**src/rtl/uart_rx_ctrl_pkg.sv**
```systemverilog
// Shared definitions for the UART receive controller: sequencer states,
// oversampling ratio and break-length helper.
package uart_rx_ctrl_pkg;

  localparam int UART_OVERSAMPLE = 16;

  typedef enum logic [1:0] {
    ST_OFF   = 2'd0,
    ST_SYNC  = 2'd1,
    ST_RUN   = 2'd2,
    ST_DRAIN = 2'd3
  } rx_state_e;

  // A break is the line held low for longer than a whole frame: start + data bits + stop.
  function automatic int brk_ticks(input int dbit, input int sb_tick);
    return UART_OVERSAMPLE * (dbit + 1) + sb_tick;
  endfunction

endpackage

```
**src/rtl/uart_rx_fifo.sv**
```systemverilog
// Synchronous first-word-fall-through FIFO. The head word is prefetched into a
// register so the storage array only ever sees a registered read.
module uart_rx_fifo #(
  parameter int DW = 8,
  parameter int AW = 4
) (
  input  logic          clk,
  input  logic          rst,
  input  logic          wr,
  input  logic [DW-1:0] wr_data,
  input  logic          rd,
  output logic [DW-1:0] rd_data,
  output logic          full,
  output logic          empty,
  output logic [AW:0]   level
);

  logic [DW-1:0] mem [2**AW];
  logic [DW-1:0] rd_data_q;
  logic [AW:0]   wr_ptr_q, wr_ptr_d;
  logic [AW:0]   rd_ptr_q, rd_ptr_d;
  logic          do_wr, do_rd;

  assign empty = (wr_ptr_q == rd_ptr_q);
  assign full  = (wr_ptr_q[AW] != rd_ptr_q[AW]) &&
                 (wr_ptr_q[AW-1:0] == rd_ptr_q[AW-1:0]);
  assign level = wr_ptr_q - rd_ptr_q;

  // A write into a full FIFO is only accepted when the head is popped in the same cycle.
  assign do_rd = rd & ~empty;
  assign do_wr = wr & (~full | do_rd);

  assign wr_ptr_d = wr_ptr_q + {{AW{1'b0}}, do_wr};
  assign rd_ptr_d = rd_ptr_q + {{AW{1'b0}}, do_rd};

  always_ff @(posedge clk) begin
    if (rst) begin
      wr_ptr_q <= '0;
      rd_ptr_q <= '0;
    end else begin
      wr_ptr_q <= wr_ptr_d;
      rd_ptr_q <= rd_ptr_d;
    end
  end

  // Prefetch the word the head pointer will address next, bypassing a same-cycle write.
  always_ff @(posedge clk) begin
    if (do_wr) begin
      mem[wr_ptr_q[AW-1:0]] <= wr_data;
    end
    if (do_wr && (wr_ptr_q[AW-1:0] == rd_ptr_d[AW-1:0])) begin
      rd_data_q <= wr_data;
    end else begin
      rd_data_q <= mem[rd_ptr_d[AW-1:0]];
    end
  end

  assign rd_data = rd_data_q;

endmodule

```
**src/rtl/uart_rx_ctrl.sv**
```systemverilog
// Controller around a 16x-oversampled UART receive core: baud tick, line
// synchroniser, enable/idle/drain sequencing, byte FIFO and status flags.
module uart_rx_ctrl
  import uart_rx_ctrl_pkg::*;
#(
  parameter int DBIT      = 8,
  parameter int SB_TICK   = 16,
  parameter int DVSR_W    = 11,
  parameter int FIFO_AW   = 4,
  parameter int IDLE_BITS = 4
) (
  input  logic              clk,
  input  logic              rst,
  input  logic              en,
  input  logic [DVSR_W-1:0] dvsr,
  input  logic              rx,
  output logic              core_rst,
  output logic              core_rx,
  output logic              core_s_tick,
  input  logic              core_done,
  input  logic [7:0]        core_dout,
  input  logic              rd,
  output logic [7:0]        rd_data,
  output logic              empty,
  output logic              full,
  output logic [FIFO_AW:0]  level,
  output logic              frame_err,
  output logic              overrun,
  output logic              brk,
  input  logic              clr_err,
  output logic              idle_tout,
  output logic              busy
);

  localparam int BRK_LEN = brk_ticks(DBIT, SB_TICK);
  localparam int BRK_W   = $clog2(BRK_LEN + 1);
  localparam int OS_W    = $clog2(UART_OVERSAMPLE);
  localparam int IW      = (IDLE_BITS > 1) ? $clog2(IDLE_BITS) : 1;

  rx_state_e         state_q, state_d;
  logic              rx_meta_q, rx_s_q, rx_s_prev_q;
  logic [DVSR_W-1:0] baud_cnt_q, baud_cnt_d;
  logic [OS_W-1:0]   sync_cnt_q, sync_cnt_d;
  logic [BRK_W-1:0]  brk_cnt_q, brk_cnt_d;
  logic              busy_q, busy_d;
  logic              frame_err_q, frame_err_d;
  logic              overrun_q, overrun_d;
  logic              brk_q, brk_d;
  logic [OS_W-1:0]   idle_tick_q, idle_tick_d;
  logic [IW-1:0]     idle_bit_q, idle_bit_d;
  logic              idle_done_q, idle_done_d;
  logic              idle_tout_q, idle_tout_d;

  logic tick, line_active, rx_fall, sync_done, brk_hit, done_v, idle_run, fifo_wr;

  assign core_rst    = (state_q == ST_OFF) || (state_q == ST_SYNC);
  assign line_active = (state_q == ST_RUN) || (state_q == ST_DRAIN);
  assign core_rx     = line_active ? rx_s_q : 1'b1;

  // >= rather than == so that shrinking dvsr mid-count still produces a tick.
  assign tick        = (state_q != ST_OFF) && (baud_cnt_q >= dvsr);
  assign baud_cnt_d  = ((state_q == ST_OFF) || tick) ? '0 : baud_cnt_q + DVSR_W'(1);
  assign core_s_tick = tick & ~core_rst;

  assign rx_fall   = rx_s_prev_q & ~rx_s_q;
  assign sync_done = (state_q == ST_SYNC) && rx_s_q && tick &&
                     (sync_cnt_q == OS_W'(UART_OVERSAMPLE - 1));
  assign brk_hit   = line_active && !rx_s_q && tick && (brk_cnt_q == BRK_W'(BRK_LEN - 1));
  assign done_v    = core_done & ~core_rst;

  always_comb begin
    sync_cnt_d = '0;
    if ((state_q == ST_SYNC) && rx_s_q) begin
      sync_cnt_d = tick ? sync_cnt_q + OS_W'(1) : sync_cnt_q;
    end
    brk_cnt_d = '0;
    if (line_active && !rx_s_q) begin
      brk_cnt_d = tick ? brk_cnt_q + BRK_W'(1) : brk_cnt_q;
    end
  end

  always_comb begin
    state_d = state_q;
    case (state_q)
      ST_OFF:   if (en) state_d = ST_SYNC;
      ST_SYNC: begin
        if (!en)            state_d = ST_OFF;
        else if (sync_done) state_d = ST_RUN;
      end
      ST_RUN: begin
        if (brk_hit)  state_d = ST_SYNC;
        else if (!en) state_d = busy_q ? ST_DRAIN : ST_OFF;
      end
      ST_DRAIN: begin
        if (done_v || brk_hit) state_d = ST_OFF;
        else if (en)           state_d = ST_RUN;
      end
      default:  state_d = ST_OFF;
    endcase
  end

  always_comb begin
    busy_d = busy_q;
    if (!line_active) begin
      busy_d = 1'b0;
    end else begin
      if (done_v) busy_d = 1'b0;
      if (rx_fall && (state_q == ST_RUN)) busy_d = 1'b1;
    end
  end

  // Sticky flags: a set in the same cycle as clr_err takes priority.
  assign fifo_wr     = done_v & (~full | rd);
  assign frame_err_d = (frame_err_q & ~clr_err) | (done_v & ~rx_s_q);
  assign overrun_d   = (overrun_q & ~clr_err) | (done_v & full & ~rd);
  assign brk_d       = (brk_q & ~clr_err) | brk_hit;

  assign idle_run = tick & rx_s_q & ~busy_q & ~empty & ~idle_done_q;

  always_comb begin
    idle_tick_d = idle_tick_q;
    idle_bit_d  = idle_bit_q;
    idle_done_d = idle_done_q;
    idle_tout_d = 1'b0;
    if (done_v) begin
      idle_tick_d = '0;
      idle_bit_d  = '0;
      idle_done_d = 1'b0;
    end else if (idle_run) begin
      idle_tick_d = idle_tick_q + OS_W'(1);
      if (idle_tick_q == OS_W'(UART_OVERSAMPLE - 1)) begin
        if (idle_bit_q == IW'(IDLE_BITS - 1)) begin
          idle_bit_d  = '0;
          idle_tout_d = 1'b1;
          idle_done_d = 1'b1;
        end else begin
          idle_bit_d = idle_bit_q + IW'(1);
        end
      end
    end
  end

  always_ff @(posedge clk) begin
    if (rst) begin
      state_q     <= ST_OFF;
      rx_meta_q   <= 1'b1;
      rx_s_q      <= 1'b1;
      rx_s_prev_q <= 1'b1;
      baud_cnt_q  <= '0;
      sync_cnt_q  <= '0;
      brk_cnt_q   <= '0;
      busy_q      <= 1'b0;
      frame_err_q <= 1'b0;
      overrun_q   <= 1'b0;
      brk_q       <= 1'b0;
      idle_tick_q <= '0;
      idle_bit_q  <= '0;
      idle_done_q <= 1'b0;
      idle_tout_q <= 1'b0;
    end else begin
      state_q     <= state_d;
      rx_meta_q   <= rx;
      rx_s_q      <= rx_meta_q;
      rx_s_prev_q <= rx_s_q;
      baud_cnt_q  <= baud_cnt_d;
      sync_cnt_q  <= sync_cnt_d;
      brk_cnt_q   <= brk_cnt_d;
      busy_q      <= busy_d;
      frame_err_q <= frame_err_d;
      overrun_q   <= overrun_d;
      brk_q       <= brk_d;
      idle_tick_q <= idle_tick_d;
      idle_bit_q  <= idle_bit_d;
      idle_done_q <= idle_done_d;
      idle_tout_q <= idle_tout_d;
    end
  end

  uart_rx_fifo #(
    .DW (8),
    .AW (FIFO_AW)
  ) u_fifo (
    .clk     (clk),
    .rst     (rst),
    .wr      (fifo_wr),
    .wr_data (core_dout),
    .rd      (rd),
    .rd_data (rd_data),
    .full    (full),
    .empty   (empty),
    .level   (level)
  );

  assign busy      = busy_q;
  assign frame_err = frame_err_q;
  assign overrun   = overrun_q;
  assign brk       = brk_q;
  assign idle_tout = idle_tout_q;

endmodule
```
**config.mk**
```make
export PLATFORM = sky130hd
export DESIGN_NAME = uart_rx_ctrl
export DESIGN_NICKNAME = d
export VERILOG_FILES = /design/src/rtl/uart_rx_ctrl_pkg.sv /design/src/rtl/uart_rx_fifo.sv /design/src/rtl/uart_rx_ctrl.sv
export SDC_FILE = /design/constraint.sdc
export NUM_CORES = 1
export LEC_CHECK = 0
export CORE_ASPECT_RATIO = 0.8
export CORE_MARGIN = 5
export CORE_UTILIZATION = 45
export DETAILED_ROUTE_END_ITERATION = 10
export GPL_TIMING_DRIVEN = 0
export PLACE_DENSITY_LB_ADDON = 0.2
export SYNTH_ARGS = -nofsm -noshare
export SYNTH_HDL_FRONTEND = slang
export SYNTH_HIERARCHICAL = 1
export SYNTH_SLANG_ARGS = --single-unit
```
**constraint.sdc**
```tcl
create_clock -name clk -period 6.5 [get_ports clk]
set_input_delay 0.65 -clock clk [delete_from_list [all_inputs] [get_ports clk]]
set_output_delay 0.65 -clock clk [all_outputs]
set_load 0.02 [all_outputs]
```
==> results.md <==
- Critical path peak fanout: 10
- Worst path max stage delay: 0.63 ns
- Delay-heaviest family, CP: buffers and inverters
- Share of Yosys cell area claimed by the top area cell type: 0.4937
- Dominant cell by count in the synthesized netlist: edfxtp_1
- HPWL Detailed: 11.27 mm
- Crit Path Class: input pin to output port
- Worst Path Required: just under 6 ns
- Pre-CTS setup slack: approximately 2.8 ns
- Register bit total from synthesis: around 180
- Via density: 5.415
- Layout cell share with drive strength beyond 1: 0.1268
- Largest net degree at the start of global routing: 18
- Final Util: 0.5326
- GR Util All Layers: 0.1703
- Leakage: between 0.003 and 0.004 uW
- Top_reg_cell synth: edfxtp_1
- Synth area leader: edfxtp_1
- Worst path cell trace: clkdlybuf4s50_1 > inv_1 > ha_1 > nand2_1 > nor2_2 > nand2_1 > buf_2 > a21oi_1 > clkdlybuf4s50_1
- Main area contributors after synthesis: edfxtp_1, dfxtp_1, mux4_2, mux4_1, ha_1
- Worst slew margin: 0.07501
- Layout net count: 653
- Die Ht: ~130 um
- Synthesized cell area: roughly 7800 um2
- Routed vias: 4549
- Port Buf Inserts: 47
- Post-synth EDFFs: between 100 and 150
- Worst VDD drop: 0.1772 mV
- Final hold vios: 0
- Pwr dens: around 270 nW/um2
- Clock skew: 0.009760 ns
- Final WS setup: 2.785 ns
- Top cells by count, synth: edfxtp_1, nor2_1, dfxtp_1
- Dpl cells: a little over 800
- DRT iter0 DRCs: 272
- XOR/XNOR share of the synthesized area: 0.03600
- Initial antenna violation count: 0
- Total Wirelength: ~16 mm
- Postcts setup bufs: 0
- Finished Layout Cells: 840
- Core box area: between 15000 and 20000 um2
- GPL Wtd Cong: between 0.8 and 0.9
- Post-CTS sizing: 0
- DIE AREA: about 20000 um2
- CTS Hold Bufs: 0
- Max Slew Vio Count: 0
- Post-Syn Instances: ~540
- Mean Syn Cell Area: between 10 and 15 um2
- Tcrit/Tclk final: 0.5715
- Compound-Gate Fraction of Synth Area: 0.06347
- Hold Crit Class: register to register
- Final setup viols: 0
- Clock slew at reported path FFs: around 0.07 ns
- CTS max path bufs: 2
- Main combinational cell family by area after synthesis: multiplexers
- Worst Tran Pin Value: roughly 1.4 ns
- Area Overhead vs Synth: 17.40%
- Data arrival, critical path: 3.06 ns
- Worst skew pair latency: around 0.43 ns
- WL/cell: ~19 um
- Syn Nets: 587
- Achievable frequency: approximately 270 MHz
- Post-synthesis adder-cell area fraction: 0.04114
- Multiplexer share of the synthesized area: 0.1070
- Drt pass-1 iters: 5
- Final Cell Area: about 9100 um2
- CP max-delay cell: clkdlybuf4s50_1
- CTS tree: yes
- Max-cap check violation count: 0
- Simple-Gate Fraction of Synth Area: 0.08726
- H-tree depth: 4
- Post-route ant nets: 0
- Setup crit end kind: output port
- Synth async-reset ratio: 0
- Minimum clock period: about 3.7 ns
- Setup TNS: 0 ns
- Status: completed
- Die W: ~160 um
- Unrepaired setup endpoints after global routing: false
- Vias in the first global route: roughly 4500
- N_diodes: 0
- Buf/Inv on CP: 4
- TritonCTS sink count: 182
- Placed Area: 8538 um2
- Synth warnings: 6
- CTS root buf: clkbuf_16
- Initial core utilization: 0.4537
- Num CTS Buffers: 17
- First-pass GRT wire length: around 26 mm
- Synth cell types: 48
- DRC violations left: 0
- Worst setup SP type: input pin
- GRT overflow: 0
- Ports: 49
- # rows: 43
- Post-synthesis sequential area ratio: 0.6325
## where the power goes
part	switching (uW)	total, uW	internal, uW
Clock	435	1010	575
Sequential	6.57	1250	1250
Combinational	119	208	89.1
## layer usage
metal,wire length [um],share of wire,vias up,track usage
met4,175,0.011,0,0.04299
met5,0,0,-,0
met1,7642,0.47,2287,0.2469
met3,830,0.051,14,0.04927
met2,7515,0.46,97,0.2553
li1,-,-,2151,-
## cell usage in the layout (no fill, tap or decap), types with 20 or more instances in the layout
cell type	n
ha_1	24
nor2_1	61
edfxtp_1	128
dfxtp_1	54
nand2_1	25
inv_1	33
nand3_1	23
clkdlybuf4s50_1	47
clkbuf_16	20
## path summary, 6_finish.rpt
| kind | from | to | slack (ns) | cells past startpoint |
|---|---|---|---|---|
| hold / removal | rx_meta_q | rx_s_q | 0.42 | 1 |
| setup reg to reg | u_fifo/wr_ptr_q[0] | u_fifo/mem[0][4] | 3.11 | 9 |
| setup / recovery | dvsr[10] | core_s_tick | 2.79 | 9 |
| hold reg to reg | rx_meta_q | rx_s_q | 0.42 | 1 |
## cells by family after synthesis
logic type / count (synthesis)
AO/OA/AOI/OAI: 59
XOR/XNOR: 32
adder cells (fa/ha/maj): 25
buffers and inverters: 53
flip-flops: 182
multiplexers: 38
AND/OR/NAND/NOR: 147
## per-stage QoR
step           total power [uW]  hold slack [ns]
2_1_floorplan              1406           0.3895
3_3_place_gp               1483           0.3964
3_5_place_dp               1489           0.3993
4_1_cts                    2501           0.4197
5_1_grt                    2571           0.4244
6_report                   2472           0.4153
## sequential cells by signal, summed over array words and instances, names as in the netlist, 2 cells and up, named ones only
signal / count
idle_tick_q: 4
u_fifo/mem: 128
idle_bit_q: 2
sync_cnt_q: 4
brk_cnt_q: 8
u_fifo/wr_ptr_q: 5
u_fifo/rd_ptr_q: 5
baud_cnt_q: 11
state_q: 2
## cell type report
cell class	count	area [um2]
repair buffers	47	470.5
fillers	1390	8021
plain buffers	20	130.1
well taps	225	281.5
flip-flops and latches	182	4925
multi-input cells	301	2613
inverters	33	123.9
clock inverters	10	80.08
clock buffers	22	518.0
Note: power is estimated with default switching activity, not from simulation.
